`src/rtl/alu_pkg.sv`:
```
// Shared encodings for the execute-stage ALU front end: ALU op codes,
// MIPS opcode/funct values, exception codes, operand selects and FSM states.
package alu_pkg;

    // ALU operation codes understood by the alu datapath
    localparam logic [3:0] ALU_AND  = 4'd0;
    localparam logic [3:0] ALU_OR   = 4'd1;
    localparam logic [3:0] ALU_ADDU = 4'd2;
    localparam logic [3:0] ALU_XOR  = 4'd3;
    localparam logic [3:0] ALU_NOR  = 4'd4;
    localparam logic [3:0] ALU_SUBU = 4'd6;
    localparam logic [3:0] ALU_SLTU = 4'd7;
    localparam logic [3:0] ALU_SLL  = 4'd8;
    localparam logic [3:0] ALU_SRL  = 4'd9;
    localparam logic [3:0] ALU_SRA  = 4'd10;
    localparam logic [3:0] ALU_ADD  = 4'd11;
    localparam logic [3:0] ALU_SUB  = 4'd12;

    // MIPS primary opcodes
    localparam logic [5:0] OP_RTYPE = 6'h00;
    localparam logic [5:0] OP_ADDI  = 6'h08;
    localparam logic [5:0] OP_ADDIU = 6'h09;
    localparam logic [5:0] OP_SLTI  = 6'h0A;
    localparam logic [5:0] OP_SLTIU = 6'h0B;
    localparam logic [5:0] OP_ANDI  = 6'h0C;
    localparam logic [5:0] OP_ORI   = 6'h0D;
    localparam logic [5:0] OP_XORI  = 6'h0E;
    localparam logic [5:0] OP_LUI   = 6'h0F;

    // MIPS R-type funct values
    localparam logic [5:0] FN_SLL  = 6'h00;
    localparam logic [5:0] FN_SRL  = 6'h02;
    localparam logic [5:0] FN_SRA  = 6'h03;
    localparam logic [5:0] FN_SLLV = 6'h04;
    localparam logic [5:0] FN_SRLV = 6'h06;
    localparam logic [5:0] FN_SRAV = 6'h07;
    localparam logic [5:0] FN_ADD  = 6'h20;
    localparam logic [5:0] FN_ADDU = 6'h21;
    localparam logic [5:0] FN_SUB  = 6'h22;
    localparam logic [5:0] FN_SUBU = 6'h23;
    localparam logic [5:0] FN_AND  = 6'h24;
    localparam logic [5:0] FN_OR   = 6'h25;
    localparam logic [5:0] FN_XOR  = 6'h26;
    localparam logic [5:0] FN_NOR  = 6'h27;
    localparam logic [5:0] FN_SLT  = 6'h2A;
    localparam logic [5:0] FN_SLTU = 6'h2B;

    // Exception cause codes
    localparam logic [4:0] EXC_NONE = 5'd0;
    localparam logic [4:0] EXC_RI   = 5'd10;
    localparam logic [4:0] EXC_OV   = 5'd12;

    // Sign bit mask used to turn the unsigned compare into a signed one
    localparam logic [31:0] SIGN_BIT = 32'h8000_0000;

    // Operand A source
    typedef enum logic [1:0] {
        A_RS,
        A_RT,
        A_LUI
    } a_sel_e;

    // Operand B source
    typedef enum logic [2:0] {
        B_RT,
        B_SHAMT,
        B_RS5,
        B_SEXT,
        B_ZEXT,
        B_ZERO
    } b_sel_e;

    // Output-stage states
    typedef enum logic [1:0] {
        ST_EMPTY,
        ST_FULL,
        ST_TRAP
    } state_e;

endpackage

```
`src/rtl/alu_dec.sv`:
```
// Combinational decoder: opcode/funct to ALU op, operand selects and the
// result-correction / exception qualifiers.
module alu_dec
    import alu_pkg::*;
(
    input  logic [5:0] opcode,
    input  logic [5:0] funct,
    output logic [3:0] op,
    output a_sel_e     a_sel,
    output b_sel_e     b_sel,
    output logic       is_signed_arith,
    output logic       is_slt,
    output logic       slt_flip,
    output logic       is_sra,
    output logic       ri
);

    // Decode one instruction; anything not listed is a reserved instruction
    always_comb begin
        op              = ALU_AND;
        a_sel           = A_RS;
        b_sel           = B_RT;
        is_signed_arith = 1'b0;
        is_slt          = 1'b0;
        slt_flip        = 1'b0;
        is_sra          = 1'b0;
        ri              = 1'b0;
        case (opcode)
            OP_RTYPE: begin
                case (funct)
                    FN_ADD:  begin op = ALU_ADD; is_signed_arith = 1'b1; end
                    FN_ADDU: op = ALU_ADDU;
                    FN_SUB:  begin op = ALU_SUB; is_signed_arith = 1'b1; end
                    FN_SUBU: op = ALU_SUBU;
                    FN_AND:  op = ALU_AND;
                    FN_OR:   op = ALU_OR;
                    FN_XOR:  op = ALU_XOR;
                    FN_NOR:  op = ALU_NOR;
                    FN_SLT:  begin op = ALU_SLTU; is_slt = 1'b1; slt_flip = 1'b1; end
                    FN_SLTU: begin op = ALU_SLTU; is_slt = 1'b1; end
                    FN_SLL:  begin op = ALU_SLL; a_sel = A_RT; b_sel = B_SHAMT; end
                    FN_SRL:  begin op = ALU_SRL; a_sel = A_RT; b_sel = B_SHAMT; end
                    FN_SRA:  begin op = ALU_SRA; a_sel = A_RT; b_sel = B_SHAMT; is_sra = 1'b1; end
                    FN_SLLV: begin op = ALU_SLL; a_sel = A_RT; b_sel = B_RS5; end
                    FN_SRLV: begin op = ALU_SRL; a_sel = A_RT; b_sel = B_RS5; end
                    FN_SRAV: begin op = ALU_SRA; a_sel = A_RT; b_sel = B_RS5; is_sra = 1'b1; end
                    default: ri = 1'b1;
                endcase
            end
            OP_ADDI:  begin op = ALU_ADD; b_sel = B_SEXT; is_signed_arith = 1'b1; end
            OP_ADDIU: begin op = ALU_ADDU; b_sel = B_SEXT; end
            OP_SLTI:  begin op = ALU_SLTU; b_sel = B_SEXT; is_slt = 1'b1; slt_flip = 1'b1; end
            OP_SLTIU: begin op = ALU_SLTU; b_sel = B_SEXT; is_slt = 1'b1; end
            OP_ANDI:  begin op = ALU_AND; b_sel = B_ZEXT; end
            OP_ORI:   begin op = ALU_OR; b_sel = B_ZEXT; end
            OP_XORI:  begin op = ALU_XOR; b_sel = B_ZEXT; end
            OP_LUI:   begin op = ALU_OR; a_sel = A_LUI; b_sel = B_ZERO; end
            default:  ri = 1'b1;
        endcase
    end

endmodule

```
`src/rtl/alu_issue.sv`:
```
// Execute-stage front end: steers operands into the external alu, corrects
// its result (slt normalisation, arithmetic right shift), and registers the
// outcome into a one-entry EX/MEM slot that can also hold a precise trap.
//
// Handshakes: a transfer happens on a rising edge where valid && ready; valid
// never waits on ready, and a presented output holds stable until taken.
module alu_issue
    import alu_pkg::*;
(
    input  logic        clk,
    input  logic        rst,
    input  logic        flush,
    input  logic        in_valid,
    output logic        in_ready,
    input  logic [5:0]  in_opcode,
    input  logic [5:0]  in_funct,
    input  logic [4:0]  in_shamt,
    input  logic [31:0] in_rs_val,
    input  logic [31:0] in_rt_val,
    input  logic [15:0] in_imm,
    input  logic [4:0]  in_dst,
    input  logic [31:0] in_pc,
    output logic [3:0]  alu_op,
    output logic [31:0] alu_a,
    output logic [31:0] alu_b,
    input  logic [31:0] alu_y,
    input  logic        alu_zf,
    input  logic        alu_of,
    output logic        out_valid,
    input  logic        out_ready,
    output logic [31:0] out_result,
    output logic [4:0]  out_dst,
    output logic        out_wen,
    output logic        out_zf,
    output logic        exc_valid,
    output logic [4:0]  exc_code,
    output logic [31:0] exc_pc
);

    logic [3:0]  dec_op;
    a_sel_e      a_sel;
    b_sel_e      b_sel;
    logic        is_signed_arith;
    logic        is_slt;
    logic        slt_flip;
    logic        is_sra;
    logic        ri;

    logic [31:0] a_pre;
    logic [31:0] b_pre;
    logic [31:0] fixed_y;
    logic        fault;
    logic [4:0]  fault_code;
    logic        accept;

    // Output-stage state, visible to checkers bound onto this module
    state_e      state;

    alu_dec u_dec (
        .opcode          (in_opcode),
        .funct           (in_funct),
        .op              (dec_op),
        .a_sel           (a_sel),
        .b_sel           (b_sel),
        .is_signed_arith (is_signed_arith),
        .is_slt          (is_slt),
        .slt_flip        (slt_flip),
        .is_sra          (is_sra),
        .ri              (ri)
    );

    // Operand A steering: rs for arithmetic, rt for shifts, shifted imm for lui
    always_comb begin
        a_pre = in_rs_val;
        case (a_sel)
            A_RS:    a_pre = in_rs_val;
            A_RT:    a_pre = in_rt_val;
            A_LUI:   a_pre = {in_imm, 16'h0000};
            default: a_pre = in_rs_val;
        endcase
    end

    // Operand B steering: register, shift amount, or extended immediate
    always_comb begin
        b_pre = in_rt_val;
        case (b_sel)
            B_RT:    b_pre = in_rt_val;
            B_SHAMT: b_pre = {27'd0, in_shamt};
            B_RS5:   b_pre = {27'd0, in_rs_val[4:0]};
            B_SEXT:  b_pre = {{16{in_imm[15]}}, in_imm};
            B_ZEXT:  b_pre = {16'h0000, in_imm};
            B_ZERO:  b_pre = 32'd0;
            default: b_pre = in_rt_val;
        endcase
    end

    // Flipping both sign bits makes the alu's unsigned compare order signed values
    assign alu_op = dec_op;
    assign alu_a  = slt_flip ? (a_pre ^ SIGN_BIT) : a_pre;
    assign alu_b  = slt_flip ? (b_pre ^ SIGN_BIT) : b_pre;

    // Result correction: slt yields all-ones for true, and the alu only shifts logically
    always_comb begin
        fixed_y = alu_y;
        if (is_slt) begin
            fixed_y = {31'd0, |alu_y};
        end else if (is_sra && alu_a[31]) begin
            fixed_y = alu_y | ~(32'hFFFF_FFFF >> alu_b);
        end
    end

    assign fault      = ri || (is_signed_arith && alu_of);
    assign fault_code = ri ? EXC_RI : EXC_OV;

    assign in_ready = !rst && !flush &&
                      ((state == ST_EMPTY) || ((state == ST_FULL) && out_ready));
    assign accept   = in_valid && in_ready;

    // Output-slot FSM with registered result and exception report
    always_ff @(posedge clk) begin
        if (rst) begin
            state      <= ST_EMPTY;
            out_valid  <= 1'b0;
            out_wen    <= 1'b0;
            out_result <= 32'd0;
            out_dst    <= 5'd0;
            out_zf     <= 1'b0;
            exc_valid  <= 1'b0;
            exc_code   <= EXC_NONE;
            exc_pc     <= 32'd0;
        end else if (flush) begin
            state     <= ST_EMPTY;
            out_valid <= 1'b0;
            out_wen   <= 1'b0;
            exc_valid <= 1'b0;
            exc_code  <= EXC_NONE;
        end else begin
            case (state)
                ST_EMPTY, ST_FULL: begin
                    if (accept) begin
                        out_valid  <= 1'b1;
                        out_result <= fixed_y;
                        out_dst    <= in_dst;
                        out_zf     <= alu_zf;
                        if (fault) begin
                            state     <= ST_TRAP;
                            out_wen   <= 1'b0;
                            exc_valid <= 1'b1;
                            exc_code  <= fault_code;
                            exc_pc    <= in_pc;
                        end else begin
                            state     <= ST_FULL;
                            out_wen   <= 1'b1;
                            exc_valid <= 1'b0;
                            exc_code  <= EXC_NONE;
                        end
                    end else if ((state == ST_FULL) && out_ready) begin
                        state     <= ST_EMPTY;
                        out_valid <= 1'b0;
                        out_wen   <= 1'b0;
                    end
                end
                ST_TRAP: state <= ST_TRAP;
                default: state <= ST_EMPTY;
            endcase
        end
    end

endmodule

```
`config.mk`:
```
export PLATFORM = sky130hd
export DESIGN_NAME = alu_issue
export DESIGN_NICKNAME = d
export VERILOG_FILES = /design/src/rtl/alu_pkg.sv /design/src/rtl/alu_dec.sv /design/src/rtl/alu_issue.sv
export SDC_FILE = /design/constraint.sdc
export NUM_CORES = 1
export LEC_CHECK = 0
export CAP_MARGIN = 20
export CORE_AREA = 3 3 123 125
export CTS_CLUSTER_DIAMETER = 50
export CTS_CLUSTER_SIZE = 30
export DETAILED_ROUTE_END_ITERATION = 16
export DIE_AREA = 0 0 126 128
export GPL_ROUTABILITY_DRIVEN = 0
export GPL_TIMING_DRIVEN = 0
export PLACE_DENSITY = 0.75
export SLEW_MARGIN = 20
export SYNTH_ARGS = -nofsm -noshare
export SYNTH_HDL_FRONTEND = slang
export SYNTH_SLANG_ARGS = --single-unit
```
`constraint.sdc`:
```
create_clock -name clk -period 9.2 [get_ports clk]
set_input_delay 1.38 -clock clk [delete_from_list [all_inputs] [get_ports clk]]
set_output_delay 1.38 -clock clk [all_outputs]
set_load 0.1 [all_outputs]
```
[After elaboration in Yosys (flattened, before gate mapping)]
Index checks and enable logic that the tools add are counted.
W data, S select, Z words.
Storage, ports and cells
  register bits after elaboration: 80
  output and inout port bits: 147
  input bits: 173
Cells by class
  equality and inequality tests: 33
  bitwise operators: 5
  multiplexer cells: 33
  reduce and logical (&&, ||, !) cells: 35
  shift-type cells: 1
Operators with widths (number)
  $pmux W32 S5: 1
  $mux W32: 4
  $pmux W32 S2: 1
  $eq A6 B6 Y1 const B: 10
  $eq A6 B4 Y1 const B: 8
  $pmux W4 S11: 1
  $not A32 Y32: 1
  $or A32 B32 Y32: 1
  $reduce_or A32 Y1: 1
  $shr A32 B32 Y32 const A: 1
  $pmux W4 S6: 1
  $eq A6 B3 Y1 const B: 3
  $reduce_or A2 Y1: 9
  $reduce_or A16 Y1: 1
  $eq A6 B2 Y1 const B: 2
  $logic_not A6 Y1: 2
  $mux W1: 12
  $pmux W2 S2: 3
  $pmux W3 S4: 1
  $reduce_or A3 Y1: 3
  $pmux W1 S2: 4
  $reduce_or A8 Y1: 1
  $eq A3 B2 Y1 const B: 2
  $eq A3 B3 Y1 const B: 2
  other kinds (18): 32

[Longest topological paths before layout]
Gate-level depths: netlist (run 1).
  depth in word-level cells: 13
  mapped depth: 15
  mapped depth without buffers: 11

[By module]
Synthesis (run 1) repeated with hierarchy kept, for this count alone.
Unflattened totals
  cell total of the unflattened synthesis: 700
  area total of the unflattened synthesis: 5114.9 sq um
Modules (own cells, without submodules)
  alu_issue: cells an instance 638, area each 4718.3 sq um, sequential area each 1541.5 sq um, instances 1
  alu_dec: cells an instance 62, area each 396.6 sq um, sequential area each 0.0 sq um, instances 1

[Worst setup path after synthesis (run 1)]
Ideal clock, no wire load.
  kind: input port to output port
  start: input port in_opcode[1]
  end: output port alu_a[16]
  cell stages on the path: 8
  required time: 7.820 ns
  path buffers: 3
  path slack: 2.705 ns
  arrival: 5.115 ns
  cells stage by stage: nor4_1 -> and4_1 -> buf_2 -> ha_1 -> clkbuf_1 -> clkbuf_1 -> a22oi_1 -> o21ai_0
On the way
  word-level cells in the longest chain between the ends: 5
RTL lines
  start, declared: RTL line alu_issue.sv:15  | input logic [5:0] in_opcode,
  $eq A6 B4 Y1 or $logic_not A6 Y1 (tied branches): RTL line alu_dec.sv:28  | case (opcode)
  $pmux W2 S2 *: RTL line alu_dec.sv:28
  $eq A2 B2 Y1 or $eq A2 B1 Y1 (tied branches): RTL line alu_issue.sv:75  | case (a_sel)
  $pmux W32 S2 *: RTL line alu_issue.sv:75
  $mux W32 *: RTL line alu_issue.sv:99  | assign alu_a = slt_flip ? (a_pre ^ SIGN_BIT) : a_pre;
  end, declared: RTL line alu_issue.sv:24  | output logic [31:0] alu_a,
Mark *: on every way between the ends. The rest lies on a longest branch, timed or not.

[Worst setup path after layout (run 1)]
  start: input port in_opcode[1]
  end: output port alu_a[3]
Same word-level chain as after synthesis.

==> results.tsv, run 1 <==
metric	value	unit
Initial DRT Pass Iterations	5	
clk_skew	0.00529	ns
met1 Use GR	29.4	%
Nets	1102	
Seq/Total Area, Yosys	33.5	%
Setup crit start	in_opcode[1]	
Die Footprint	16100	um2
Sink Count	77	
clock power share	29.9	%
R2R Path End	exc_pc[24]	
core area	14000	um2
dpl hpwl	18.4	mm
RSZ-0062 raised after global routing	false	
fin crit share	79.3	%
GR peak layer	met2	
CP max FO	10	
Synth Register Bits	77	
post-place setup slack	1.99	ns
via-per-instance ratio	5.39	
postcts setup bufs	0	
Congestion Overflow GR	0	
HP Class	reg -> reg	
kind of end point of the critical path	primary output	
Slew headroom	25.6	%
kind of critical path	in -> out	
Comb pwr share	40.7	%
DR iter-0 viols	497	
min cycle time layout	7.29	ns
DRC viols	0	
sw frac	41.1	%
Synthesis Warnings	0	
CTS tree	done	
root cell of the clock tree	clkbuf_16	
RR Startpoint	state[0]	
number of global-route vias before repair	5952	
Max Cap Viol	0	
Synth async-reset ratio	0	%
CTS Buf Count	9	
Clock transition at path regs	0.06	ns
grt met2 use	48.0	%
CP arrival	5.91	ns
GRT met3 Usage	7.50	%
first-pass GRT wire length	33.4	mm
Initial Utilization	32.9	%
Die Ht	128	um
post-CTS sizing	0	
Max Fclk	137	MHz
Worst Path Required	7.82	ns
P&R area growth vs syn	79.6	%
Avg Inst Size Synth	7.64	um2
Int Power	0.708	mW
reg-to-reg setup timing slack	6.77	ns
Detailed Route WL	22.4	mm
Reg2Reg Depth	7	
Setup Viol. Count Final	0	
CTS hold repair buffers	0	
FP Rows	43	
mapped cell area	4600	um2
outcome	finished clean	
die width	126	um
Syn Inst Count	602	
largest net degree at the start of global routing	15	
CTS max path bufs	2	
Avg WL per Cell	20.1	um
Netlist cell types	62	
H-tree depth	3	
Antenna Nets Post-Route	0	
Flop pwr share	29.4	%
Power Density	145	nW/um2
Hold Fails Final Rpt	0	
worst skew pair latency	0.34	ns
Pleak	3.25	nW
crit path launch type	primary input	
GRT Util Overall	26.4	%
Setup crit end	alu_a[3]	
VDD IR max	91.7	uV
Slew Limit Fails	0	
Post-synth EDFFs	0	
share of layout cells above drive strength 1	3.86	%
DR vias	6002	
number of I/O port buffers	313	
Post-synth top flop	dfxtp_1	
io pins	320	
net switching power	0.493	mW
worst slew pin tran	1.11	ns
# fillers	1331	
Final WS setup	1.91	ns
setup TNS	0	ns
initial antenna violation count	1	
flip-flops by register name (all words and copies together), names as in the netlist:
signal	cells
exc_pc	32
out_result	32
out_dst	5
exc_code	3
state	2
out_valid	1
out_wen	1
out_zf	1
critical path, cell delays in order:
cell,delay [ns]
clkdlybuf4s50_1,0.52
nor4_1,0.56
and4_1,0.26
buf_2,0.22
ha_1,0.18
clkbuf_1,0.33
nor2b_1,0.42
clkbuf_1,0.49
a22o_1,0.35
clkdlybuf4s50_1,1.18
cells in the final DEF (no fill, tap or decap), types with 9 or more instances in the layout:
cell type        instances
clkdlybuf4s50_1        313
nand2_1                 96
dfxtp_1                 77
nor2_1                  51
o21ai_0                 43
clkbuf_1                41
a21oi_1                 36
mux2i_1                 33
a22o_1                  26
a22oi_1                 25
nand3_1                 18
nor4_1                  16
inv_1                   11
nor3_1                  10
a31oi_1                  9
clkbuf_16                9
synthesized netlist by cell type (5+ instances only):
master | instances | area share, %
nand2_1 | 96 | 7.8
o21ai_0 | 43 | 4.7
a31oi_1 | 9 | 1.2
nand3_1 | 18 | 2.0
nand2b_1 | 8 | 1.1
dfxtp_1 | 77 | 33
and2_1 | 6 | 0.82
mux2i_1 | 33 | 7.2
a22o_1 | 26 | 4.9
a21oi_1 | 36 | 3.9
clkbuf_1 | 40 | 3.3
nor4_1 | 16 | 2.2
o211ai_1 | 5 | 0.82
nor2_1 | 51 | 4.2
a22oi_1 | 25 | 4.1
nor3_1 | 10 | 1.1
nand4_1 | 5 | 0.68
inv_1 | 11 | 0.90
or3_1 | 5 | 0.68
worst min-delay path by stage:
stage | from | to | cells past startpoint
final | out_dst[0] | out_dst[0] | 2
after floorplan | state[1] | state[1] | 2
after detailed placement | out_result[3] | out_result[3] | 2
after global placement | out_dst[0] | out_dst[0] | 2
after global routing | out_dst[1] | out_dst[1] | 2
after CTS | out_dst[0] | out_dst[0] | 2
routing by layer:
layer  share of wire [%]  vias to the layer above
met3                 8.5                       51
met2                  51                      312
met5                   0                        -
met1                  37                     2778
li1                    -                     2861
met4                 3.5                        0
power groups by stage:
stage          Sequential (mW)  Combinational (mW)  Clock (mW)
6_report                 0.353               0.489       0.359
5_1_grt                  0.354               0.507       0.381
4_1_cts                  0.353               0.488       0.363
3_5_place_dp             0.360               0.486           0
3_3_place_gp             0.360               0.486           0
2_1_floorplan            0.451               0.222           0
final cells by class:
type | count | area (um2) | share of cell area (%)
inverters | 12 | 45.0 | 0.545
repair buffers | 313 | 3130 | 37.9
clock buffers | 10 | 229 | 2.77
well taps | 180 | 225 | 2.72
diodes | 1 | 2.50 | 0.0303
clock inverters | 6 | 70.1 | 0.848
plain buffers | 46 | 188 | 2.27
multi-input cells | 468 | 2830 | 34.3
flip-flops and latches | 77 | 1540 | 18.6
per-stage QoR:
stage | utilization, % | cells | instance area [um2] | power, mW | hold slack (ns)
2_1_floorplan | - | 603 | 4610 | 0.673 | 0.462
6_report | 59.1 | 1113 | 8270 | 1.20 | 0.453
3_3_place_gp | 56.9 | 1096 | 7960 | 0.846 | 0.441
4_1_cts | 59.1 | 1112 | 8260 | 1.20 | 0.459
5_1_grt | 59.1 | 1113 | 8270 | 1.24 | 0.482
3_5_place_dp | 56.9 | 1096 | 7960 | 0.847 | 0.449
logic make-up (layout without fill, tap and decap cells):
logic type	after synthesis	after routing	share of synthesized area, %
other cells	1	3	0.0815
simple gates	241	241	24.9
mux	34	34	7.42
flops	77	77	33.5
buf+inv	58	387	5.06
fa+ha+maj	2	2	0.544
compound gates	185	185	27.7
xor+xnor	4	4	0.761
No activity file was read; power rests on OpenSTA's default activity.
==> run 2: changes to the inputs <==
==> constraint.sdc (replaced) <==
create_clock -name clk -period 7.65 [get_ports clk]
set_input_delay 1.1475 -clock clk [delete_from_list [all_inputs] [get_ports clk]]
set_output_delay 1.1475 -clock clk [all_outputs]
set_load 0.1 [all_outputs]
==> results of run 2 <==
The final DEF is identical to that of run 1. Status: finished clean.
Main changes from that run: setup slack after placement 1.99 ns -> 0.901 ns; setup slack after layout 1.91 ns -> 0.820 ns; register-to-register setup slack 6.77 ns -> 5.22 ns; total power 1.20 mW -> 1.44 mW; worst IR drop on VDD 91.7 uV -> 110 uV
